--- src/rtl/alu_pkg.sv ---
// Shared ALU datapath package.
// Holds the serial-subtractor FSM state encoding (S_IDLE, S_BUSY, S_DONE),
// the default digit width, and the helpers that derive the digit count and
// the digit-index width from WIDTH/DIGIT.
package alu_pkg;

  typedef enum logic [1:0] {
    S_IDLE = 2'd0,
    S_BUSY = 2'd1,
    S_DONE = 2'd2
  } state_t;

  localparam int DIGIT_DEF   = 4;
  localparam int WIDTH_DEF   = 16;
  localparam int NDIGITS_DEF = WIDTH_DEF / DIGIT_DEF;

  // Number of DIGIT-wide slices in a WIDTH-bit operand.
  function automatic int digit_count(input int width, input int digit);
    return width / digit;
  endfunction

  // Width of a counter that addresses n digits (at least one bit).
  function automatic int idx_bits(input int n);
    return (n > 1) ? $clog2(n) : 1;
  endfunction

endpackage

--- src/rtl/borrow_lookahead_subtractor_4.sv ---
// Combinational DIGIT-bit subtractor: diff = x - y - bin, bout = borrow out.
// Every internal borrow is built directly from generate/propagate terms and
// the incoming borrow, so no bit waits on a rippled neighbour.
//
// Ports:
//   x    [DIGIT-1:0]  minuend digit
//   y    [DIGIT-1:0]  subtrahend digit
//   bin               borrow in
//   diff [DIGIT-1:0]  difference digit
//   bout              borrow out of the digit MSB
module borrow_lookahead_subtractor_4
  import alu_pkg::*;
#(
  parameter int DIGIT = DIGIT_DEF
) (
  input  logic [DIGIT-1:0] x,
  input  logic [DIGIT-1:0] y,
  input  logic             bin,
  output logic [DIGIT-1:0] diff,
  output logic             bout
);

  logic [DIGIT-1:0] w_gen;
  logic [DIGIT-1:0] w_prop;
  logic [DIGIT:0]   w_bor;

  // A bit generates a borrow when x=0,y=1 and passes one on when x==y.
  assign w_gen  = ~x & y;
  assign w_prop = ~(x ^ y);

  // Borrow into bit i+1 = g[i] | p[i]g[i-1] | ... | p[i..0]bin, flattened.
  always_comb begin
    logic w_term;
    logic w_chain;
    w_bor    = '0;
    w_bor[0] = bin;
    for (int i = 0; i < DIGIT; i++) begin
      w_term  = w_gen[i];
      w_chain = w_prop[i];
      for (int j = i - 1; j >= 0; j--) begin
        w_term  = w_term | (w_chain & w_gen[j]);
        w_chain = w_chain & w_prop[j];
      end
      w_bor[i+1] = w_term | (w_chain & bin);
    end
  end

  assign diff = x ^ y ^ w_bor[DIGIT-1:0];
  assign bout = w_bor[DIGIT];

endmodule

--- src/rtl/nibble_serial_subtractor.sv ---
// Multi-cycle WIDTH-bit subtractor: res = (a - b) mod 2^WIDTH, one DIGIT-bit
// slice per clock, least significant digit first. One lookahead digit
// subtractor is shared across all digits; the borrow between digits lives
// only in a register, so no combinational path crosses a digit boundary.
//
// Optional build macro NIBBLE_SUB_FLAGS_EN adds registered zero/overflow
// outputs that are valid together with out_valid.
//
// Ports:
//   clk        clock, rising edge
//   rst        synchronous active-high reset
//   in_valid   operands presented on a/b
//   in_ready   ready to accept operands (IDLE only)
//   a, b       minuend / subtrahend, sampled only on the accept edge
//   out_valid  res/borrow valid (DONE only)
//   out_ready  consumer takes the result
//   res        (a - b) mod 2^WIDTH, registered
//   borrow     1 iff a < b unsigned
//   zero       (flags build) res == 0
//   overflow   (flags build) signed two's-complement overflow
module nibble_serial_subtractor
  import alu_pkg::*;
#(
  parameter int WIDTH = WIDTH_DEF,
  parameter int DIGIT = DIGIT_DEF
) (
  input  logic             clk,
  input  logic             rst,
  input  logic             in_valid,
  output logic             in_ready,
  input  logic [WIDTH-1:0] a,
  input  logic [WIDTH-1:0] b,
  output logic             out_valid,
  input  logic             out_ready,
  output logic [WIDTH-1:0] res,
  output logic             borrow
`ifdef NIBBLE_SUB_FLAGS_EN
  ,
  output logic             zero,
  output logic             overflow
`endif
);

  localparam int NDIG  = digit_count(WIDTH, DIGIT);
  localparam int IDX_W = idx_bits(NDIG);
  localparam logic [IDX_W-1:0] LAST_IDX = IDX_W'(NDIG - 1);

  state_t           r_state;
  state_t           w_state_next;
  logic [WIDTH-1:0] r_a;
  logic [WIDTH-1:0] r_b;
  logic [WIDTH-1:0] r_res;
  logic [WIDTH-1:0] w_res_next;
  logic [IDX_W-1:0] r_idx;
  logic             r_bor;
  logic             r_borrow;
  logic [DIGIT-1:0] w_x;
  logic [DIGIT-1:0] w_y;
  logic [DIGIT-1:0] w_diff;
  logic             w_bout;
  logic             w_accept;
  logic             w_busy;
  logic             w_last;

  // ---------------------------------------------------------------------
  // Control FSM
  // ---------------------------------------------------------------------
  always_ff @(posedge clk) begin
    if (rst) begin
      r_state <= S_IDLE;
    end else begin
      r_state <= w_state_next;
    end
  end

  always_comb begin
    w_state_next = r_state;
    in_ready     = 1'b0;
    out_valid    = 1'b0;
    case (r_state)
      S_IDLE: begin
        in_ready = 1'b1;
        if (in_valid) begin
          w_state_next = S_BUSY;
        end
      end
      S_BUSY: begin
        if (r_idx == LAST_IDX) begin
          w_state_next = S_DONE;
        end
      end
      S_DONE: begin
        out_valid = 1'b1;
        if (out_ready) begin
          w_state_next = S_IDLE;
        end
      end
      default: w_state_next = S_IDLE;
    endcase
  end

  assign w_accept = (r_state == S_IDLE) && in_valid;
  assign w_busy   = (r_state == S_BUSY);
  assign w_last   = (r_idx == LAST_IDX);

  // ---------------------------------------------------------------------
  // Operand capture (accept edge only; later a/b changes are ignored)
  // ---------------------------------------------------------------------
  always_ff @(posedge clk) begin
    if (w_accept) begin
      r_a <= a;
      r_b <= b;
    end
  end

  // ---------------------------------------------------------------------
  // Digit select, shared digit subtractor, result merge
  // ---------------------------------------------------------------------
  always_comb begin
    w_x = '0;
    w_y = '0;
    for (int d = 0; d < NDIG; d++) begin
      if (r_idx == IDX_W'(d)) begin
        w_x = r_a[d*DIGIT +: DIGIT];
        w_y = r_b[d*DIGIT +: DIGIT];
      end
    end
  end

  borrow_lookahead_subtractor_4 #(
    .DIGIT (DIGIT)
  ) u_digit_sub (
    .x    (w_x),
    .y    (w_y),
    .bin  (r_bor),
    .diff (w_diff),
    .bout (w_bout)
  );

  // Full result as it will look after this cycle's digit is written.
  always_comb begin
    w_res_next = r_res;
    for (int d = 0; d < NDIG; d++) begin
      if (r_idx == IDX_W'(d)) begin
        w_res_next[d*DIGIT +: DIGIT] = w_diff;
      end
    end
  end

  // ---------------------------------------------------------------------
  // Digit sequencing, borrow chain and result registers
  // ---------------------------------------------------------------------
  always_ff @(posedge clk) begin
    if (rst) begin
      r_idx    <= '0;
      r_bor    <= 1'b0;
      r_res    <= '0;
      r_borrow <= 1'b0;
    end else if (w_accept) begin
      r_idx <= '0;
      r_bor <= 1'b0;
    end else if (w_busy) begin
      r_res <= w_res_next;
      r_bor <= w_bout;
      r_idx <= r_idx + IDX_W'(1);
      if (w_last) begin
        r_borrow <= w_bout;
      end
    end
  end

  assign res    = r_res;
  assign borrow = r_borrow;

`ifdef NIBBLE_SUB_FLAGS_EN
  logic r_zero;
  logic r_overflow;

  // Flags are taken from the completed result on the last digit edge, so
  // they change together with res and hold with it through DONE/IDLE.
  always_ff @(posedge clk) begin
    if (rst) begin
      r_zero     <= 1'b0;
      r_overflow <= 1'b0;
    end else if (w_busy && w_last) begin
      r_zero     <= (w_res_next == '0);
      r_overflow <= (r_a[WIDTH-1] != r_b[WIDTH-1]) &&
                    (w_res_next[WIDTH-1] != r_a[WIDTH-1]);
    end
  end

  assign zero     = r_zero;
  assign overflow = r_overflow;
`endif

endmodule

--- config.mk ---
export PLATFORM = sky130hd
export DESIGN_NAME = nibble_serial_subtractor
export DESIGN_NICKNAME = d
export VERILOG_FILES = /design/src/rtl/alu_pkg.sv /design/src/rtl/borrow_lookahead_subtractor_4.sv /design/src/rtl/nibble_serial_subtractor.sv
export SDC_FILE = /design/constraint.sdc
export NUM_CORES = 1
export LEC_CHECK = 0
export CAP_MARGIN = 20
export CORE_ASPECT_RATIO = 1.25
export CORE_UTILIZATION = 30
export CTS_CLUSTER_DIAMETER = 60
export DETAILED_ROUTE_END_ITERATION = 10
export PLACE_DENSITY_LB_ADDON = 0.08
export SKIP_CTS_REPAIR_TIMING = 1
export SLEW_MARGIN = 10
export SYNTH_ARGS = -nofsm -noshare
export SYNTH_HDL_FRONTEND = slang
export SYNTH_SLANG_ARGS = --single-unit
--- constraint.sdc ---
create_clock -name clk -period 3.35 [get_ports clk]
set_clock_uncertainty 0.05 [all_clocks]
set_input_delay 0.67 -clock clk [delete_from_list [all_inputs] [get_ports clk]]
set_output_delay 0.67 -clock clk [all_outputs]
set_load 0.03 [all_outputs]
# Word-level counts from Yosys, hierarchy flattened
# Index checks and enable logic that the tools add are counted.
[op_classes]
addsub = 1
eq_ne = 8
mux = 14
bitwise_logic = 32
reduce_logical = 9
[ops]
columns = ["cell", "n"]
rows = [
  ["2-to-1 mux 4 bit", 8],
  ["AND 1 bit", 16],
  ["AND reduction 3 bit", 5],
  ["bitwise OR 1 bit", 10],
  ["NOT 4 bit", 2],
  ["XOR 4 bit", 2],
  ["== test 2 bit (second input constant)", 3],
  ["2-to-1 mux 2 bit", 3],
  ["case mux 2 bit (3 select lines)", 1],
  ["AND 4 bit", 1],
  ["== test 2 x 1 -> 1 bit (second input constant)", 2],
  ["zero test 2 bit", 2],
  ["!= test 2 bit (second input constant)", 2],
  ["adder 2 x 1 -> 2 bit (second input constant)", 1],
  ["2-to-1 mux 1 bit", 2],
  ["!= test 2 x 1 -> 1 bit (second input constant)", 1],
  ["OR reduction 2 bit", 1],
  ["logical AND 1 bit", 1],
  ["NOT 1 bit", 1],
]
[totals]
ff_bits = 54
in_bits = 36
out_inout_bits = 19
word_cells = 74

# Longest topological paths before layout
# Gate-level depths: netlist of the first run.
[logic_depth]
ltp_word = 12
ltp_mapped = 10
mapped_depth_nobuf = 9

# Hierarchy
# Synthesis of the first run repeated with hierarchy kept, for this count alone.
[hier_totals]
hier_cells = 196
area_unflattened_um2 = 2275.9
[modules_own_cells]
columns = ["mod", "n_inst", "cells_per_inst", "area_each_um2", "seq_area_each_um2"]
rows = [
  ["nibble_serial_subtractor", 1, 169, 2075.7, 1401.3],
  ["borrow_lookahead_subtractor_4", 1, 27, 200.2, 0.0],
]

# Worst setup path before layout of the first run
# No wires, ideal clock.
[synth_timing]
path_type = "reg-to-reg"
from = "reg r_idx[0]"
to = "reg r_borrow, in the netlist borrow"
setup_time_ns = 0.127
t_arrival_ns = 2.368
required_ns = 3.173
slack_ns = 0.805
path_stages_with_launch = 10
path_buffers = 1
synth_period_minus_slack_ns = 2.545
path_cell_list = "dfxtp_1 > inv_1 > ha_1 > clkbuf_1 > nor2b_1 > o31ai_1 > ha_1 > a21o_2 > a2111oi_2 > o41ai_1"
[synth_via]
elab_chain_cells = 12
word_cells_on_any_way = 28
classes_between = "eq/ne (3); mux (8); bitwise (15); reduce/logical (2)"
[synth_rtl]
columns = ["item", "line_no", "rtl"]
rows = [
  ["start, declared", "nibble_serial_subtractor.sv:54", "logic [IDX_W-1:0] r_idx;"],
  ["start signal, assigned", "nibble_serial_subtractor.sv:165", "r_idx <= r_idx + IDX_W'(1);"],
  ["zero test 2 bit", "nibble_serial_subtractor.sv:123", "if (r_idx == IDX_W'(d)) begin"],
  ["2-to-1 mux 4 bit (4 in series)", "nibble_serial_subtractor.sv:123", ""],
  ["XOR 4 bit / NOT 4 bit (equally long branches)", "borrow_lookahead_subtractor_4.sv:29, borrow_lookahead_subtractor_4.sv:28", ""],
  ["NOT 4 bit / AND 4 bit (equally long branches)", "borrow_lookahead_subtractor_4.sv:29, borrow_lookahead_subtractor_4.sv:28", ""],
  ["AND 1 bit (on tied branches)", "borrow_lookahead_subtractor_4.sv:41, borrow_lookahead_subtractor_4.sv:42", ""],
  ["bitwise OR 1 bit (tied with other cells) (2 in series)", "borrow_lookahead_subtractor_4.sv:41", "w_term = w_term | (w_chain & w_gen[j]);"],
  ["bitwise OR 1 bit / AND 1 bit (equally long branches)", "borrow_lookahead_subtractor_4.sv:41, borrow_lookahead_subtractor_4.sv:44", ""],
  ["bitwise OR 1 bit", "borrow_lookahead_subtractor_4.sv:44", "w_bor[i+1] = w_term | (w_chain & bin);"],
  ["end signal, assigned", "nibble_serial_subtractor.sv:167", "r_borrow <= w_bout;"],
  ["end, declared", "nibble_serial_subtractor.sv:56", "logic r_borrow;"],
]
# Parallel ways exist; a longest one is shown, timed or not.
# A chain may end at the register's enable or synchronous reset.

# Worst setup path after layout of the first run
[layout_timing]
from = "reg r_idx[0]"
to = "reg r_res[15], in the netlist res[15]"
[layout_via]
elab_chain_cells = 12
word_cells_on_any_way = 26
classes_between = "eq/ne (3); mux (8); bitwise (13); reduce/logical (2)"
[layout_rtl]
columns = ["item", "line_no", "rtl"]
rows = [
  ["zero test 2 bit", "nibble_serial_subtractor.sv:123", ""],
  ["2-to-1 mux 4 bit (4 in series)", "nibble_serial_subtractor.sv:123", ""],
  ["XOR 4 bit / NOT 4 bit (equally long branches)", "borrow_lookahead_subtractor_4.sv:29, borrow_lookahead_subtractor_4.sv:48, borrow_lookahead_subtractor_4.sv:28", ""],
  ["NOT 4 bit / AND 4 bit (equally long branches)", "borrow_lookahead_subtractor_4.sv:29, borrow_lookahead_subtractor_4.sv:28", ""],
  ["AND 1 bit (on tied branches)", "borrow_lookahead_subtractor_4.sv:41, borrow_lookahead_subtractor_4.sv:42", ""],
  ["bitwise OR 1 bit (tied with other cells)", "borrow_lookahead_subtractor_4.sv:41", ""],
  ["bitwise OR 1 bit / AND 1 bit (equally long branches)", "borrow_lookahead_subtractor_4.sv:41, borrow_lookahead_subtractor_4.sv:44", ""],
  ["bitwise OR 1 bit", "borrow_lookahead_subtractor_4.sv:44", ""],
  ["XOR 4 bit", "borrow_lookahead_subtractor_4.sv:48", "assign diff = x ^ y ^ w_bor[DIGIT-1:0];"],
  ["end signal, assigned", "nibble_serial_subtractor.sv:163", "r_res <= w_res_next;"],
  ["end, declared", "nibble_serial_subtractor.sv:52", "logic [WIDTH-1:0] r_res;"],
]
# Parallel ways exist; a longest one is shown, timed or not.

==> results of run 1 <==
[cell usage in the layout (no fill, tap or decap), types with 2 or more instances in the layout]
cell / instances
a2111oi_0: 8
a211oi_1: 12
a21o_1: 3
a21oi_1: 7
a221oi_1: 8
and2b_1: 8
and3b_2: 4
buf_4: 2
clkbuf_8: 6
clkdlybuf4s50_1: 54
dfxtp_1: 22
edfxtp_1: 32
ha_1: 7
inv_1: 5
nand2_1: 17
nand2b_1: 2
nand3b_1: 5
nor2_1: 15
nor2b_1: 8
o21bai_1: 9
o31a_1: 4
o31ai_1: 4
o41ai_1: 2
[state kept, by name, indices dropped and copies added (netlist names)]
name     cells
r_bor        1
r_b         16
r_state      2
borrow       1
r_idx        2
res         16
r_a         16
[kinds of logic (layout without fill, tap and decap cells)]
| logic type | count (synthesis) | count (layout) | share of synthesized area |
|---|---|---|---|
| compound gates | 61 | 61 | 0.192 |
| xor+xnor | 1 | 1 | 0.00351 |
| fa+ha+maj | 9 | 9 | 0.0481 |
| buf+inv | 16 | 69 | 0.0401 |
| flops | 54 | 54 | 0.561 |
| mux | 1 | 1 | 0.00401 |
| simple gates | 65 | 65 | 0.152 |
[cell usage after synthesis]
master	number	area (sq um)
nor2_1	15	56.3
nand3b_1	5	37.5
ha_1	8	100
inv_1	5	18.8
a221oi_1	8	70.1
and2b_2	1	8.76
a211oi_1	12	90.1
a21oi_1	7	35.0
o21a_1	1	7.51
a21o_1	3	22.5
buf_4	1	7.51
o31a_1	4	35.0
buf_2	1	5.00
and2b_1	8	60.1
a41o_1	1	10.0
o31ai_1	4	30.0
o21bai_1	9	67.6
clkbuf_1	4	15.0
nor3_1	1	5.00
fa_1	1	20.0
o41ai_1	2	17.5
nand3b_4	1	20.0
nand2_1	17	63.8
dlygate4sd1_1	1	8.76
nand2b_1	2	12.5
and3b_2	4	40.0
buf_6	4	45.0
nor2b_1	8	50.1
nand3b_2	1	11.3
a2111oi_0	8	70.1
a21o_2	1	8.76
edfxtp_1	32	961
xnor2_1	1	8.76
dfxtp_1	22	440
mux2i_1	1	10.0
and2_1	1	6.26
a2111oi_2	1	15.0
nor3b_1	1	7.51
[worst max path at each step]
stage | start | endpoint | slack (ps) | cells past startpoint
after floorplan | r_idx[0] | borrow | 800 | 9
after global placement | r_idx[0] | res[7] | 210 | 8
after detailed placement | r_idx[1] | res[15] | 200 | 9
after CTS | r_idx[1] | res[15] | 170 | 9
after global routing | r_idx[1] | res[15] | 110 | 9
final | r_idx[0] | res[15] | 350 | 8
[cell type report]
cell class	instances	area, sq um	share of cell area
clock buffers	6	82.6	0.0259
clock inverters	2	16.3	0.00509
inverters	5	18.8	0.00588
multi-input cells	137	1000	0.313
flip-flops and latches	54	1400	0.439
well taps	95	119	0.0372
repair buffers	56	556	0.174
[routing by layer]
metal / wire length, um / part of all wire / vias up / global-route usage
met1: 2390 / 0.45 / 817 / 0.161
met4: 38 / 0.0071 / 0 / 0.0327
met5: 0 / 0 / - / 0
met2: 2710 / 0.51 / 40 / 0.220
met3: 190 / 0.036 / 4 / 0.0254
li1: - / - / 886 / -
[critical path, cell delays in order, from the launching register on]
cell	delay (ps)
dfxtp_1	410
ha_2	420
and2b_1	220
a221oi_1	310
o31ai_1	130
ha_1	460
a41o_1	330
a2111oi_0	440
a211oi_1	90
[per-stage QoR]
| stage | utilization | std cells | worst slack [ps] | cell area [sq um] |
|---|---|---|---|---|
| floorplan | - | 207 | 805 | 2500 |
| global placement | 0.390 | 347 | 214 | 3090 |
| detailed placement | 0.390 | 347 | 200 | 3090 |
| CTS | 0.402 | 355 | 174 | 3190 |
| global route | 0.403 | 355 | 108 | 3190 |
| finish | 0.403 | 355 | 355 | 3190 |
[power by group through the flow]
stage / logic (W) / registers [W] / clock network, W
after global routing: 0.000331 / 0.000760 / 0.000435
after floorplan: 0.000185 / 0.000787 / 0
final: 0.000301 / 0.000756 / 0.000397
after CTS: 0.000304 / 0.000757 / 0.000416
after global placement: 0.000305 / 0.000772 / 0
after detailed placement: 0.000302 / 0.000772 / 0
==> reports/qor.csv, run 1 <==
metric;value;unit
Max Cap Violations;0;
vias post-DR;1747;
port bufs;54;
Die Span Y;104;um
residual DRC count;0;
worst-path fanout max;18;
# fillers;790;
Mapped Nets;252;
Slew Viols, Final;0;
drt wl/cell;15.0;um
initial antenna violation count;0;
sequential area share after synthesis;0.561;
starting density of the core;0.315;
cells after synthesis;207;
pin count of the biggest net entering global routing;33;
Tot Pwr;0.00145;W
Pint;0.00104;W
Clk pwr share;0.273;
I/O Pins;55;
Layout Nets;304;
crit start category;flip-flop;
Gate power share;0.207;
later-pin clock latency in the skew report;310;ps
reg-to-reg endpoint;res[15];
Total Routing Usage GR;0.127;
Syn Std Cell Area;0.00250;sq mm
CTS max path bufs;2;
Antenna Nets Post-Route;0;
YS warnings;0;
vias in the first global route;1785;
Min-Delay Path Class;flip-flop to flip-flop;
hold path cells;2;
hold endpoint;res[1];
global route total overflow;0;
Slew HR;0.448;
Core Footprint;0.00793;sq mm
Reg clk slew, reported paths;100;ps
vias per inst;4.92;
worst r2r path cells;8;
first drt pass iteration count;4;
peak supply drop;0.178;mV
DPL Wire Length;3.93;mm
level count of the clock H-tree;2;
CP Capture Type;flip-flop;
Final min period;3000;ps
crit path kind;flip-flop to flip-flop;
Reg2Reg Setup Slack;350;ps
Syn Area/Cell;12.1;sq um
RSZ-0062 raised after global routing;no;
reg2reg start;r_idx[0];
DR iter-0 viols;64;
layout cell share with drive strength beyond 1;0.0769;
CP arrival;3130;ps
Worst-Margin Slew;826;ps
first-pass GRT wire length;8.83;mm
cell row count;36;
P per Cell Area;455;mW/mm^2
die width;83.6;um
Final period util;0.894;
Switching Fraction;0.282;
final setup fails;0;
sequential share of power;0.520;
setup tns final;0;ps
area grow syn2layout;27.8;%
CP required;3480;ps
hold violation count in the final report;0;
FF+latch count, synth;54;
hold path start;res[1];
antenna diode instance count;0;
clock tree from TritonCTS;built;
Max Clock Freq;0.334;GHz
leak pwr;1.15;nW
CTS buffer count;5;
RePlAce Congestion;0.717;
sw power;0.000409;W
synth unique cells;38;
wirelength, routed;5.33;mm
die footprint;0.00870;sq mm
# clock sinks;54;
Hold WS;413;ps
outcome;complete, no violations;
Root Driver;clkbuf_8;
Power figures use the tool's default switching activity.
==> run 2, diff against run 1 <==
--- a/config.mk
+++ b/config.mk
@@ -7,10 +7,11 @@
 export LEC_CHECK = 0
 export CAP_MARGIN = 20
 export CORE_ASPECT_RATIO = 1.25
+export CORE_MARGIN = 10
 export CORE_UTILIZATION = 30
 export CTS_CLUSTER_DIAMETER = 60
 export DETAILED_ROUTE_END_ITERATION = 10
-export PLACE_DENSITY_LB_ADDON = 0.08
+export RECOVER_POWER = 25
 export SKIP_CTS_REPAIR_TIMING = 1
 export SLEW_MARGIN = 10
 export SYNTH_ARGS = -nofsm -noshare
==> run 2 against run 1 <==
Non-clock buffer count increased by 1. Maximum frequency down 2.8%. Global-route usage is 3.6 points lower. Core utilization down 1.1 points. Cell area rose by 0.55%. Critical path depth unchanged. Sequential share of layout area is 0.24 points lower. Critical endpoint is now res[11]. Largest cell class unchanged.
==> reports/qor.csv, run 2 (synthesis gave the netlist of run 1 again) <==
metric;value;unit
commonest cells after routing, fill and taps aside;edfxtp_1 (32), clkdlybuf4s50_1 (28), dlygate4sd3_1 (26);
later-pin clock latency in the skew report;310;ps
crit path kind;flip-flop to flip-flop;
Final min period;3080;ps
antenna diode instance count;0;
area grow syn2layout;28.5;%
Final period util;0.920;
CTS max path bufs;2;
Antenna Nets Post-Route;0;
Slew Viols, Final;0;
I/O Pins;55;
leak pwr;1.17;nW
CP Capture Type;flip-flop;
CP arrival;3210;ps
layout cell share with drive strength beyond 1;0.0766;
P per Cell Area;460;mW/mm^2
worst r2r path cells;8;
final setup fails;0;
vias per inst;5.03;
Max Clock Freq;0.324;GHz
peak supply drop;0.243;mV
Max Cap Violations;0;
initial antenna violation count;0;
worst-path fanout max;14;
drt wl/cell;15.7;um
Slew HR;0.449;
clock tree from TritonCTS;built;
starting density of the core;0.305;
RePlAce Congestion;0.790;
CP required;3480;ps
setup slack at placement;319;ps
setup ws final;267;ps
outcome;complete, no violations;
residual DRC count;0;
setup tns final;0;ps
die width;102;um
vias post-DR;1801;
Total Routing Usage GR;0.0909;
pin count of the biggest net entering global routing;33;
# clock sinks;54;
global route total overflow;0;
hold violation count in the final report;0;
Worst-Margin Slew;825;ps
hold path cells;2;
CTS buffer count;5;
DR iter-0 viols;65;
Die Span Y;122;um
first drt pass iteration count;4;
Min-Delay Path Class;flip-flop to flip-flop;
commonest non-fill, non-tap cell in the layout;edfxtp_1;
port bufs;54;
cell row count;37;
RSZ-0062 raised after global routing;no;
Layout Nets;305;
Reg clk slew, reported paths;100;ps
Root Driver;clkbuf_8;
level count of the clock H-tree;2;
crit start category;flip-flop;
DPL Wire Length;4.29;mm
wirelength, routed;5.63;mm
vias in the first global route;1744;
first-pass GRT wire length;8.89;mm
die footprint;0.0124;sq mm
Core Footprint;0.00819;sq mm
## run 2: path summary, 6_finish.rpt
| check | startpoint | endpoint | slack [ps] |
|---|---|---|---|
| worst max register to register | r_idx[0] | res[11] | 270 |
| worst min-delay path | res[13] | res[13] | 410 |
| worst min register to register | res[13] | res[13] | 410 |
| worst max-delay path | r_idx[0] | res[11] | 270 |
## run 2: stage by stage
stage	instances	power (W)	area [sq um]	hold WS, ps	utilization
after detailed placement	350	0.00107	3100	401	0.379
after CTS	358	0.00151	3210	415	0.392
after global routing	358	0.00155	3210	447	0.392
final	358	0.00148	3210	412	0.392
after floorplan	207	0.000972	2500	419	-
after global placement	350	0.00107	3100	398	0.379
## run 2: cell type report
class	count	area (sq um)
repair buffers	57	563
fillers	803	4980
inverters	5	18.8
flip-flops and latches	54	1400
multi-input cells	137	997
well taps	97	121
clock buffers	5	68.8
clock inverters	3	40.0
## run 2: where the power goes
part	total (W)	leakage, nW	switching, W	internal (W)
registers	0.000757	0.484	0.0000157	0.000741
clock network	0.000430	0.0541	0.000210	0.000220
logic	0.000291	0.628	0.000164	0.000127
## run 2: worst max-delay path, stage by stage, from the launching register on
cell and delay, ps:
dfxtp_1 410, ha_1 510, and2b_1 240, a221oi_1 270, o31ai_1 100, ha_1 460
a41o_1 320, a2111oi_0 500, a211oi_1 100
## run 2: routing by layer
metal / up-vias / wire, um / track usage
met4: 0 / 108 / 0.0421
met3: 10 / 387 / 0.0300
li1: 891 / - / -
met1: 838 / 2490 / 0.109
met5: - / 0 / 0
met2: 62 / 2640 / 0.144
==> run 3, diff against run 2 <==
--- a/config.mk
+++ b/config.mk
@@ -6,11 +6,14 @@
 export NUM_CORES = 1
 export LEC_CHECK = 0
 export CAP_MARGIN = 20
+export CELL_PAD_IN_SITES_DETAIL_PLACEMENT = 1
+export CELL_PAD_IN_SITES_GLOBAL_PLACEMENT = 2
 export CORE_ASPECT_RATIO = 1.25
 export CORE_MARGIN = 10
 export CORE_UTILIZATION = 30
 export CTS_CLUSTER_DIAMETER = 60
 export DETAILED_ROUTE_END_ITERATION = 10
+export PLACE_DENSITY_LB_ADDON = 0.1
 export RECOVER_POWER = 25
 export SKIP_CTS_REPAIR_TIMING = 1
 export SLEW_MARGIN = 10
==> run 3 against run 2 <==
Routed wire length rose by 12%. Die area unchanged. Count of clock-buffer cells in the layout unchanged. Via count is 0.61% lower. First-iteration DRC count down 38%.
==> reports/qor.csv, run 3 (synthesis gave the netlist of run 1 again) <==
metric;value;unit
worst r2r path cells;8;
Pint;0.00109;W
crit path cell chain;inv_1, ha_1, nor2b_1, o31ai_1, ha_1, a21o_2, a2111oi_0, a211oi_1;
peak supply drop;0.171;mV
clock tree from TritonCTS;built;
Layout Nets;305;
initial antenna violation count;0;
max incr delay on CP;530;ps
multi-input logic area;1000;sq um
Slew HR;0.423;
area grow syn2layout;28.7;%
die width;102;um
Max Clock Freq;0.342;GHz
Final period util;0.872;
residual DRC count;0;
Switching Fraction;0.273;
Min-Delay Path Class;flip-flop to flip-flop;
level count of the clock H-tree;2;
DR iter-0 viols;40;
later-pin clock latency in the skew report;310;ps
sw power;0.000411;W
wirelength, routed;6.28;mm
cell row count;37;
Total Routing Usage GR;0.104;
# fillers;904;
Clk pwr share;0.298;
RSZ-0062 raised after global routing;no;
final non-filler cell total;358;
Max Cap Violations;0;
Worst-Margin Slew;863;ps
Critical Path Most Common Cell;ha_1;
CP Capture Type;flip-flop;
DP Cell Count;350;
hold path cells;2;
first-pass GRT wire length;10.2;mm
outcome;complete, no violations;
Antenna Nets Post-Route;0;
leak pwr;1.17;nW
Core Footprint;0.00819;sq mm
RePlAce Congestion;0.719;
met2 Use GR;0.183;
DPL Wire Length;4.83;mm
CTS max path bufs;2;
CP arrival;3040;ps
vias per inst;5.00;
CTS buffer count;5;
Slowest-stage cell, CP;a2111oi_0;
die footprint;0.0124;sq mm
worst-path fanout max;18;
Hold WS;410;ps
Slew Viols, Final;0;
pin count of the biggest net entering global routing;33;
Reg clk slew, reported paths;100;ps
Final min period;2920;ps
met3 usage;0.0294;
vias post-DR;1790;
starting density of the core;0.305;
GR peak layer;met2;
P per Cell Area;468;mW/mm^2
setup tns final;0;ps
first drt pass iteration count;4;
# clock sinks;54;
Root Driver;clkbuf_8;
Gate power share;0.199;
layout cell share with drive strength beyond 1;0.0805;
crit path kind;flip-flop to flip-flop;
global route total overflow;0;
commonest non-fill, non-tap cell in the layout;edfxtp_1;
I/O Pins;55;
final setup fails;0;
sequential share of power;0.503;
commonest cells after routing, fill and taps aside;edfxtp_1 (32), clkdlybuf4s50_1 (28), dlygate4sd3_1 (26);
M1 GR Usage;0.119;
CP required;3470;ps
Die Span Y;122;um
hold violation count in the final report;0;
antenna diode instance count;0;
port bufs;54;
drt wl/cell;17.5;um
FF+latch area;0.00140;sq mm
vias in the first global route;1899;
crit start category;flip-flop;
-- run 3: changes by cell type in the layout (fill, tap and decap cells not counted) --
cell,previous run,this run
ha_2,0,1
inv_6,0,1
ha_1,8,7
clkinvlp_2,1,0
-- run 3: routing by layer --
layer / part of all wire / up-vias
met4: 0.0076 / 0
met2: 0.51 / 45
met1: 0.43 / 850
met5: 0 / -
li1: - / 891
met3: 0.051 / 4
-- run 3: worst max-delay path, delay by kind of cell (launching register included) --
kind / cells / cell delay, ps
adder cells (fa/ha/maj): 2 / 730
buffers and inverters: 1 / 90
AO/OA/AOI/OAI: 4 / 1280
AND/OR/NAND/NOR: 1 / 230
flip-flops: 1 / 410
-- run 3: worst paths after layout --
path              to      from  slack [ps]
max           res[2]  r_idx[0]         430
min          res[13]   res[13]         410
min reg2reg  res[13]   res[13]         410
max reg2reg   res[2]  r_idx[0]         430
-- run 3: cell type report --
cell class              instances  share of cell area
clock buffers                   5              0.0214
clock inverters                 3              0.0136
inverters                       5             0.00583
multi-input cells             137               0.311
flip-flops and latches         54               0.436
well taps                      97              0.0377
repair buffers                 57               0.175
-- run 3: power by group through the flow --
| stage | sequential [W] | clock (W) | combinational (W) |
|---|---|---|---|
| after global routing | 0.000761 | 0.000487 | 0.000335 |
| after global placement | 0.000772 | 0 | 0.000310 |
| after detailed placement | 0.000772 | 0 | 0.000310 |
| after floorplan | 0.000787 | 0 | 0.000185 |
| after CTS | 0.000757 | 0.000470 | 0.000312 |
| final | 0.000756 | 0.000448 | 0.000300 |
-- run 3: through the flow --
stage | cell area (sq um) | worst slack [ps] | power, W | util
floorplan | 2500 | 805 | 0.000972 | -
global placement | 3100 | 303 | 0.00108 | 0.379
detailed placement | 3100 | 275 | 0.00108 | 0.379
CTS | 3210 | 252 | 0.00154 | 0.392
global route | 3220 | 133 | 0.00158 | 0.393
finish | 3220 | 429 | 0.00150 | 0.393
